--- src/rtl/pico_sseg_bus_if.sv ---
// PicoRV32-style native bus between the CPU (master) and the segment encoder (slave).
// Request fields flow master->slave; ready/rdata flow back combinationally.
interface pico_sseg_bus_if;
    logic        busin_valid;
    logic [31:0] busin_addr;
    logic [31:0] busin_wdata;
    logic [3:0]  busin_wstrb;
    logic        busout_ready;
    logic [31:0] busout_rdata;

    modport master (
        output busin_valid,
        output busin_addr,
        output busin_wdata,
        output busin_wstrb,
        input  busout_ready,
        input  busout_rdata
    );

    modport slave (
        input  busin_valid,
        input  busin_addr,
        input  busin_wdata,
        input  busin_wstrb,
        output busout_ready,
        output busout_rdata
    );
endinterface

--- src/rtl/pico_sseg_encoder.sv ---
// pico_sseg_encoder: converts a 16-bit bus-written value to four 7-segment bytes via double-dabble.
// Leading-zero blanking (CTRL[4]) is built only when SSEG_ENC_LZB_EN is defined.
module pico_sseg_encoder #(
    parameter int CLK_HZ = 50_000_000
) (
    input  logic                  clk,
    input  logic                  resetn,
    pico_sseg_bus_if.slave        bus,
    output logic [31:0]           seg_word,
    output logic                  seg_valid
);

    localparam logic [1:0] ST_IDLE   = 2'd0;
    localparam logic [1:0] ST_SHIFT  = 2'd1;
    localparam logic [1:0] ST_ENCODE = 2'd2;

    localparam logic [1:0] REG_VALUE  = 2'd0;
    localparam logic [1:0] REG_STATUS = 2'd1;
    localparam logic [1:0] REG_CTRL   = 2'd2;
    localparam logic [1:0] REG_SEG    = 2'd3;

    logic [1:0]  state_r;
    logic [4:0]  cnt_r;
    logic [15:0] bin_r;
    logic [19:0] bcd_r;
    logic [15:0] value_r;
    logic [3:0]  dp_r;
    logic        ovf_r;
    logic [31:0] seg_word_r;
    logic        seg_valid_r;
`ifdef SSEG_ENC_LZB_EN
    logic        lzb_r;
`endif

    logic        is_read_s;
    logic        is_write_s;
    logic        wr_value_s;
    logic        wr_ctrl_s;
    logic        start_s;
    logic        busy_s;
    logic        lzb_en_s;
    logic        ovf_next_s;
    logic [3:0]  blank_s;
    logic [4:0]  ctrl_s;
    logic [15:0] value_next_s;
    logic [19:0] bcd_adj_s;
    logic [31:0] seg_next_s;
    logic [31:0] rdata_s;
    logic        unused_s;

    function automatic logic [7:0] digit_code(input logic [3:0] d);
        logic [7:0] c;
        case (d)
            4'd0:    c = 8'hC0;
            4'd1:    c = 8'hF9;
            4'd2:    c = 8'hA4;
            4'd3:    c = 8'hB0;
            4'd4:    c = 8'h99;
            4'd5:    c = 8'h92;
            4'd6:    c = 8'h82;
            4'd7:    c = 8'hF8;
            4'd8:    c = 8'h80;
            4'd9:    c = 8'h90;
            default: c = 8'hBF;
        endcase
        return c;
    endfunction

    function automatic logic [3:0] add3(input logic [3:0] n);
        return (n >= 4'd5) ? (n + 4'd3) : n;
    endfunction

    // Overflow dashes take priority over blanking; dp is applied last so blanked digits keep it.
    function automatic logic [7:0] encode_byte(input logic [3:0] d, input logic ovf,
                                               input logic blank, input logic dp);
        logic [7:0] b;
        if (ovf) begin
            b = 8'hBF;
        end else if (blank) begin
            b = 8'hFF;
        end else begin
            b = digit_code(d);
        end
        return {b[7] & ~dp, b[6:0]};
    endfunction

    assign is_write_s = bus.busin_valid && (bus.busin_wstrb != 4'b0000);
    assign is_read_s  = bus.busin_valid && (bus.busin_wstrb == 4'b0000);
    assign wr_value_s = is_write_s && (bus.busin_addr[3:2] == REG_VALUE);
    assign wr_ctrl_s  = is_write_s && (bus.busin_addr[3:2] == REG_CTRL) && bus.busin_wstrb[0];
    assign start_s    = wr_value_s && (bus.busin_wstrb[1] || bus.busin_wstrb[0]);
    assign busy_s     = (state_r != ST_IDLE) || seg_valid_r;

    assign value_next_s = {bus.busin_wstrb[1] ? bus.busin_wdata[15:8] : value_r[15:8],
                           bus.busin_wstrb[0] ? bus.busin_wdata[7:0]  : value_r[7:0]};

    assign bcd_adj_s = {add3(bcd_r[19:16]), add3(bcd_r[15:12]), add3(bcd_r[11:8]),
                        add3(bcd_r[7:4]), add3(bcd_r[3:0])};

`ifdef SSEG_ENC_LZB_EN
    assign lzb_en_s = lzb_r;
`else
    assign lzb_en_s = 1'b0;
`endif
    assign ctrl_s = {lzb_en_s, dp_r};

    // Segment word candidate built from the finished BCD digits and the live CTRL value.
    always_comb begin
        seg_next_s = 32'h0000_0000;
        ovf_next_s = (bcd_r[19:16] != 4'd0);
        blank_s[3] = lzb_en_s && (bcd_r[15:12] == 4'd0);
        blank_s[2] = blank_s[3] && (bcd_r[11:8] == 4'd0);
        blank_s[1] = blank_s[2] && (bcd_r[7:4] == 4'd0);
        blank_s[0] = 1'b0;
        for (int n = 0; n < 4; n++) begin
            seg_next_s[8*n +: 8] = encode_byte(bcd_r[4*n +: 4], ovf_next_s, blank_s[n], dp_r[n]);
        end
    end

    // Register read mux; reads return zero unless a read request is on the bus.
    always_comb begin
        rdata_s = 32'h0000_0000;
        if (is_read_s) begin
            case (bus.busin_addr[3:2])
                REG_VALUE:  rdata_s = {16'h0000, value_r};
                REG_STATUS: rdata_s = {30'h0000_0000, ovf_r, busy_s};
                REG_CTRL:   rdata_s = {27'h000_0000, ctrl_s};
                REG_SEG:    rdata_s = seg_word_r;
                default:    rdata_s = 32'h0000_0000;
            endcase
        end else begin
            rdata_s = 32'h0000_0000;
        end
    end

    // Software-visible VALUE and CTRL registers.
    always_ff @(posedge clk or negedge resetn) begin
        if (!resetn) begin
            value_r <= 16'h0000;
            dp_r    <= 4'h0;
`ifdef SSEG_ENC_LZB_EN
            lzb_r   <= 1'b0;
`endif
        end else begin
            if (wr_value_s) begin
                value_r <= value_next_s;
            end
            if (wr_ctrl_s) begin
                dp_r  <= bus.busin_wdata[3:0];
`ifdef SSEG_ENC_LZB_EN
                lzb_r <= bus.busin_wdata[4];
`endif
            end
        end
    end

    // Conversion FSM; a start always wins, so a VALUE write mid-run discards the run in flight.
    always_ff @(posedge clk or negedge resetn) begin
        if (!resetn) begin
            state_r     <= ST_IDLE;
            cnt_r       <= 5'd0;
            bin_r       <= 16'h0000;
            bcd_r       <= 20'h0_0000;
            ovf_r       <= 1'b0;
            seg_word_r  <= 32'hFFFF_FFFF;
            seg_valid_r <= 1'b0;
        end else begin
            seg_valid_r <= 1'b0;
            if (start_s) begin
                state_r <= ST_SHIFT;
                cnt_r   <= 5'd0;
                bin_r   <= value_next_s;
                bcd_r   <= 20'h0_0000;
            end else begin
                case (state_r)
                    ST_IDLE: begin
                        state_r <= ST_IDLE;
                    end
                    ST_SHIFT: begin
                        bcd_r <= {bcd_adj_s[18:0], bin_r[15]};
                        bin_r <= {bin_r[14:0], 1'b0};
                        cnt_r <= cnt_r + 5'd1;
                        if (cnt_r == 5'd15) begin
                            state_r <= ST_ENCODE;
                        end else begin
                            state_r <= ST_SHIFT;
                        end
                    end
                    ST_ENCODE: begin
                        seg_word_r  <= seg_next_s;
                        ovf_r       <= ovf_next_s;
                        seg_valid_r <= 1'b1;
                        state_r     <= ST_IDLE;
                    end
                    default: begin
                        state_r <= ST_IDLE;
                    end
                endcase
            end
        end
    end

    assign seg_word          = seg_word_r;
    assign seg_valid         = seg_valid_r;
    assign bus.busout_ready  = bus.busin_valid;
    assign bus.busout_rdata  = rdata_s;

    assign unused_s = ^{bus.busin_addr[31:4], bus.busin_addr[1:0], bus.busin_wdata[31:16],
                        bus.busin_wstrb[3:2], bcd_adj_s[19], CLK_HZ[0]};

endmodule

--- src/flat_wrapper.sv ---
// flat-port wrapper written by rule: the top's interface ports become plain ports
module pico_sseg_encoder_flat 
#(
    parameter int CLK_HZ = 50_000_000
)
  (clk, resetn, seg_word, seg_valid, bus_busin_valid, bus_busin_addr, bus_busin_wdata, bus_busin_wstrb, bus_busout_ready, bus_busout_rdata);
  pico_sseg_bus_if bus_i ();
  input  logic clk;
  input  logic resetn;
  output logic [31:0] seg_word;
  output logic seg_valid;
  input wire logic [$bits(bus_i.busin_valid)-1:0] bus_busin_valid;
  input wire logic [$bits(bus_i.busin_addr)-1:0] bus_busin_addr;
  input wire logic [$bits(bus_i.busin_wdata)-1:0] bus_busin_wdata;
  input wire logic [$bits(bus_i.busin_wstrb)-1:0] bus_busin_wstrb;
  output wire logic [$bits(bus_i.busout_ready)-1:0] bus_busout_ready;
  output wire logic [$bits(bus_i.busout_rdata)-1:0] bus_busout_rdata;
  assign bus_i.busin_valid = bus_busin_valid;
  assign bus_i.busin_addr = bus_busin_addr;
  assign bus_i.busin_wdata = bus_busin_wdata;
  assign bus_i.busin_wstrb = bus_busin_wstrb;
  assign bus_busout_ready = bus_i.busout_ready;
  assign bus_busout_rdata = bus_i.busout_rdata;
  pico_sseg_encoder #(.CLK_HZ(CLK_HZ)) u_core (.clk(clk), .resetn(resetn), .bus(bus_i), .seg_word(seg_word), .seg_valid(seg_valid));
endmodule
--- config.mk ---
export PLATFORM = sky130hd
export DESIGN_NAME = pico_sseg_encoder_flat
export DESIGN_NICKNAME = d
export VERILOG_FILES = /design/src/rtl/pico_sseg_bus_if.sv /design/src/rtl/pico_sseg_encoder.sv /design/src/flat_wrapper.sv
export SDC_FILE = /design/constraint.sdc
export NUM_CORES = 1
export LEC_CHECK = 0
export ABC_AREA = 1
export CAP_MARGIN = 10
export CORE_AREA = 3 3 113 115
export DETAILED_ROUTE_END_ITERATION = 8
export DIE_AREA = 0 0 116 118
export GPL_TIMING_DRIVEN = 1
export PLACE_DENSITY = 0.78
export SYNTH_ARGS = -nofsm -noshare
export SYNTH_HDL_FRONTEND = slang
export SYNTH_SLANG_ARGS = --single-unit
--- constraint.sdc ---
create_clock -name clk -period 1.8 [get_ports clk]
set_input_delay 0.36 -clock clk [delete_from_list [all_inputs] [get_ports clk]]
set_output_delay 0.36 -clock clk [all_outputs]
set_load 0.03 [all_outputs]
==> results.tsv <==
stage	metric	value	unit
timing	tns	0	ns
placement	dp_worst_setup_slack	-0.3260	ns
cts	h-tree-depth	3	
cts	tritoncts	yes	
critical_path	cp-start-kind	input port	
timing	slew_viol_final	0	
synthesis	yosysSeqAreaShare	42.26	%
critical_path	r2r_cells	10	
floorplan	start_util	49.01	%
critical_path	r2r_slack	0.17	ns
layout	layout_commonest_cell	nand2_1	
routing	met2WireLength	7833	um
global_route	grt_pass1_wl	26220	um
synthesis	synth_edf_count	0	
power_and_ir_drop	leakagePower	3.940	nW
layout	num_antenna_cells	0	
floorplan	die_w	116	um
power_and_ir_drop	ir_drop	0.7057	mV
floorplan	die_h	118	um
critical_path	crit_path_max_fanout	5	
critical_path	critical_path_class	in2out	
floorplan	die_area	13690	sq um
power_and_ir_drop	pwr-share-clk	17.7	%
power_and_ir_drop	pwr-share-comb	47.3	%
routing	drtIter0Drc	484	
synthesis	yosysUniqueCellTypes	29	
status	status	finished clean	
timing	fin_crit_sh	98.67	%
layout	area_delta_synth_final	30.60	%
routing	vias	5683	
cts	clkLatencyLatePin	0.35	ns
job	maxCapViolations	0	
global_route	grt-ovfl-total	0	
global_route	grt_pass1_vias	5398	
floorplan	coreArea	11910	sq um
layout	fill_cells	1021	
synthesis	synthCells	836	
min_path	whs_path_depth	1	
routing	wl_met3	754	um
timing	hold_viol	0	
placement	gp_congestion	0.8997	
global_route	grt_max_degree	40	
power_and_ir_drop	p_per_area	1502	nW/um^2
timing	setup_slack	0.02401	ns
critical_path	cp.required	1.44	ns
layout	final_cell_mix	nand2_1 (299), nand3_1 (89), inv_1 (85)	
layout	layout-drive-gt1-share	18.43	%
layout	instances_no_fill	1102	
min_path	hp-start	u_core.dp_r[1]	
routing	top_layer_used	met4	
critical_path	endpoint_kind	output pin	
routing	antenna_left	0	
synthesis	synth_area_per_cell	6.983	sq um
global_route	grt.total_usage	23.67	%
timing	clock.fmax	563.1	MHz
cts	clk_path_buf_depth	2	
synthesis	ys_ff_latch	97	
floorplan	rows	40	
timing	worstMarginPinSlew	0.5782	ns
synthesis	yosysWarnings	0	
power_and_ir_drop	p_seq_share	35.0	%
synthesis	synth_area	5838	sq um
power_and_ir_drop	switchingPower	5.197	mW
routing	wl_per_cell	14.34	um
synthesis	synthFlopType	dfrtp_1	
routing	wirelength	15810	um
global_route	antenna_found_initial	0	
power_and_ir_drop	internal_power	6.258	mW
critical_path	critPathArrivalTime	1.42	ns
floorplan	ios	137	
routing	drc	0	
placement	numPlacedInstances	1074	
cts	path_clk_slew	0.07	ns
synthesis	syn-num-nets	932	
synthesis	async_flop_share	100.0	%
cts	clock_sinks	97	
critical_path	r2r_end	u_core.seg_word[2]	
power_and_ir_drop	switching_share	45.37	%
routing	drtPass1Iterations	5	
timing	setup_viol	0	
routing	avgViaCountPerCell	5.157	
min_path	whs_endpoint	u_core.seg_word[15]	
cts	cts_root_buffer	clkbuf_16	
placement	io_buffer_count	90	
timing	finClkSkew	0.01098	ns
timing	relSlewSlack	61.05	%
critical_path	reg2reg_from	u_core.bcd_r[16]	
placement	dp_hpwl	10790	um
min_path	min_path_type	reg2reg	
timing	period_needed	1.776	ns
cts	cts_buffers	9	
routing	met1_length	6843	um
layout	nets	1046	
## timing repair
| item | 4_1_cts | 5_1_grt |
|---|---|---|
| buffers inserted | 5 | 2 |
| hold buffers | 1 | 0 |
| endpoints found under the hold margin | 19 | 0 |
| gates resized for setup | 84 | 9 |
| cloned | 4 | 0 |
| pin swaps | 4 | 5 |
| setup endpoints to repair | 64 | 15 |
## layout make-up
| class | instances | area (sq um) | area share (%) |
|---|---|---|---|
| Multi-Input combinational cell | 603 | 2894 | 37.96 |
| Sequential cell | 97 | 2467 | 32.36 |
| Timing Repair Buffer | 144 | 1408 | 18.46 |
| Inverter | 95 | 361.6 | 4.742 |
| Clock buffer | 9 | 225.2 | 2.954 |
| Tap cell | 147 | 183.9 | 2.412 |
| Clock inverter | 7 | 85.08 | 1.116 |
## per-layer routing
layer	vias up	global-route usage [%]
met5	-	0
met4	0	8.847
met3	26	2.982
met2	153	38.92
met1	2639	31.67
li1	2865	-
## metrics by stage
step           total power [mW]  util [%]  hold slack [ns]  cell area [sq um]
4_1_cts                   11.43     63.86           0.4577               7606
5_1_grt                   12.46     64.01           0.4906               7625
2_1_floorplan             7.767         -          0.06441               5864
6_report                  11.45     64.01           0.4499               7625
3_5_place_dp              9.542     59.26           0.3374               7059
3_3_place_gp              9.356     59.26           0.3378               7059
## kinds of logic (layout without fill, tap and decap cells)
logic type	count (synthesis)	in the layout	synth area share (%)
xor gates and xnor gates	1	1	0.1500
adders and majority gates	25	25	5.358
AOI/OAI and AO/OA	107	107	9.473
buffers and inverters	136	255	9.966
DFF	97	97	42.26
and+or+nand+nor	470	470	32.79
## state kept, by name (all words and copies together), names as in the netlist
name / cells
u_core.seg_word: 32
u_core.state_r: 2
u_core.ovf_r: 1
u_core.seg_valid: 1
u_core.bcd_r: 20
u_core.cnt_r: 5
u_core.dp_r: 4
u_core.value_r: 16
u_core.bin_r: 16
## cell usage after synthesis (7+ instances only)
cell type	count	share of area, %
clkbuf_1	11	0.71
ha_1	25	5.4
inv_1	86	5.5
o21ai_1	32	2.7
a21oi_1	20	1.7
inv_2	7	0.45
nor2_1	70	4.5
dfstp_2	32	14
dfrtp_1	65	28
nand2_1	299	19
o21ai_0	48	4.1
nand3_1	90	7.7
buf_2	22	1.9
## how the worst max path moves through the flow
| stage | start | endpoint | slack, ns | depth (start not counted) |
|---|---|---|---|---|
| finish | bus_busin_valid | bus_busout_rdata[18] | 0.02 | 7 |
| global route | bus_busin_wstrb[0] | bus_busout_rdata[18] | -0.008 | 8 |
| CTS | bus_busin_wstrb[3] | bus_busout_rdata[18] | 0.008 | 8 |
| detailed placement | bus_busin_addr[2] | bus_busout_rdata[3] | -0.33 | 8 |
| global placement | bus_busin_addr[2] | bus_busout_rdata[2] | -0.30 | 8 |
| floorplan | bus_busin_wstrb[0] | bus_busout_rdata[13] | -0.06 | 5 |
## power by group through the flow
stage | Clock [mW] | Sequential [mW] | Combinational [mW]
2_1_floorplan | 0 | 4.31 | 3.46
5_1_grt | 2.15 | 4.11 | 6.20
3_5_place_dp | 0 | 4.02 | 5.52
6_report | 2.03 | 4.01 | 5.42
4_1_cts | 2.04 | 3.98 | 5.41
3_3_place_gp | 0 | 3.99 | 5.36
## worst max-delay path, stage by stage
cell and delay (ns):
dlygate4sd2_1 0.26, nand3_4 0.13, buf_12 0.17, buf_12 0.12
buf_16 0.13, nor2_4 0.11, buf_6 0.14
Note: power is estimated with default switching activity, not from simulation.
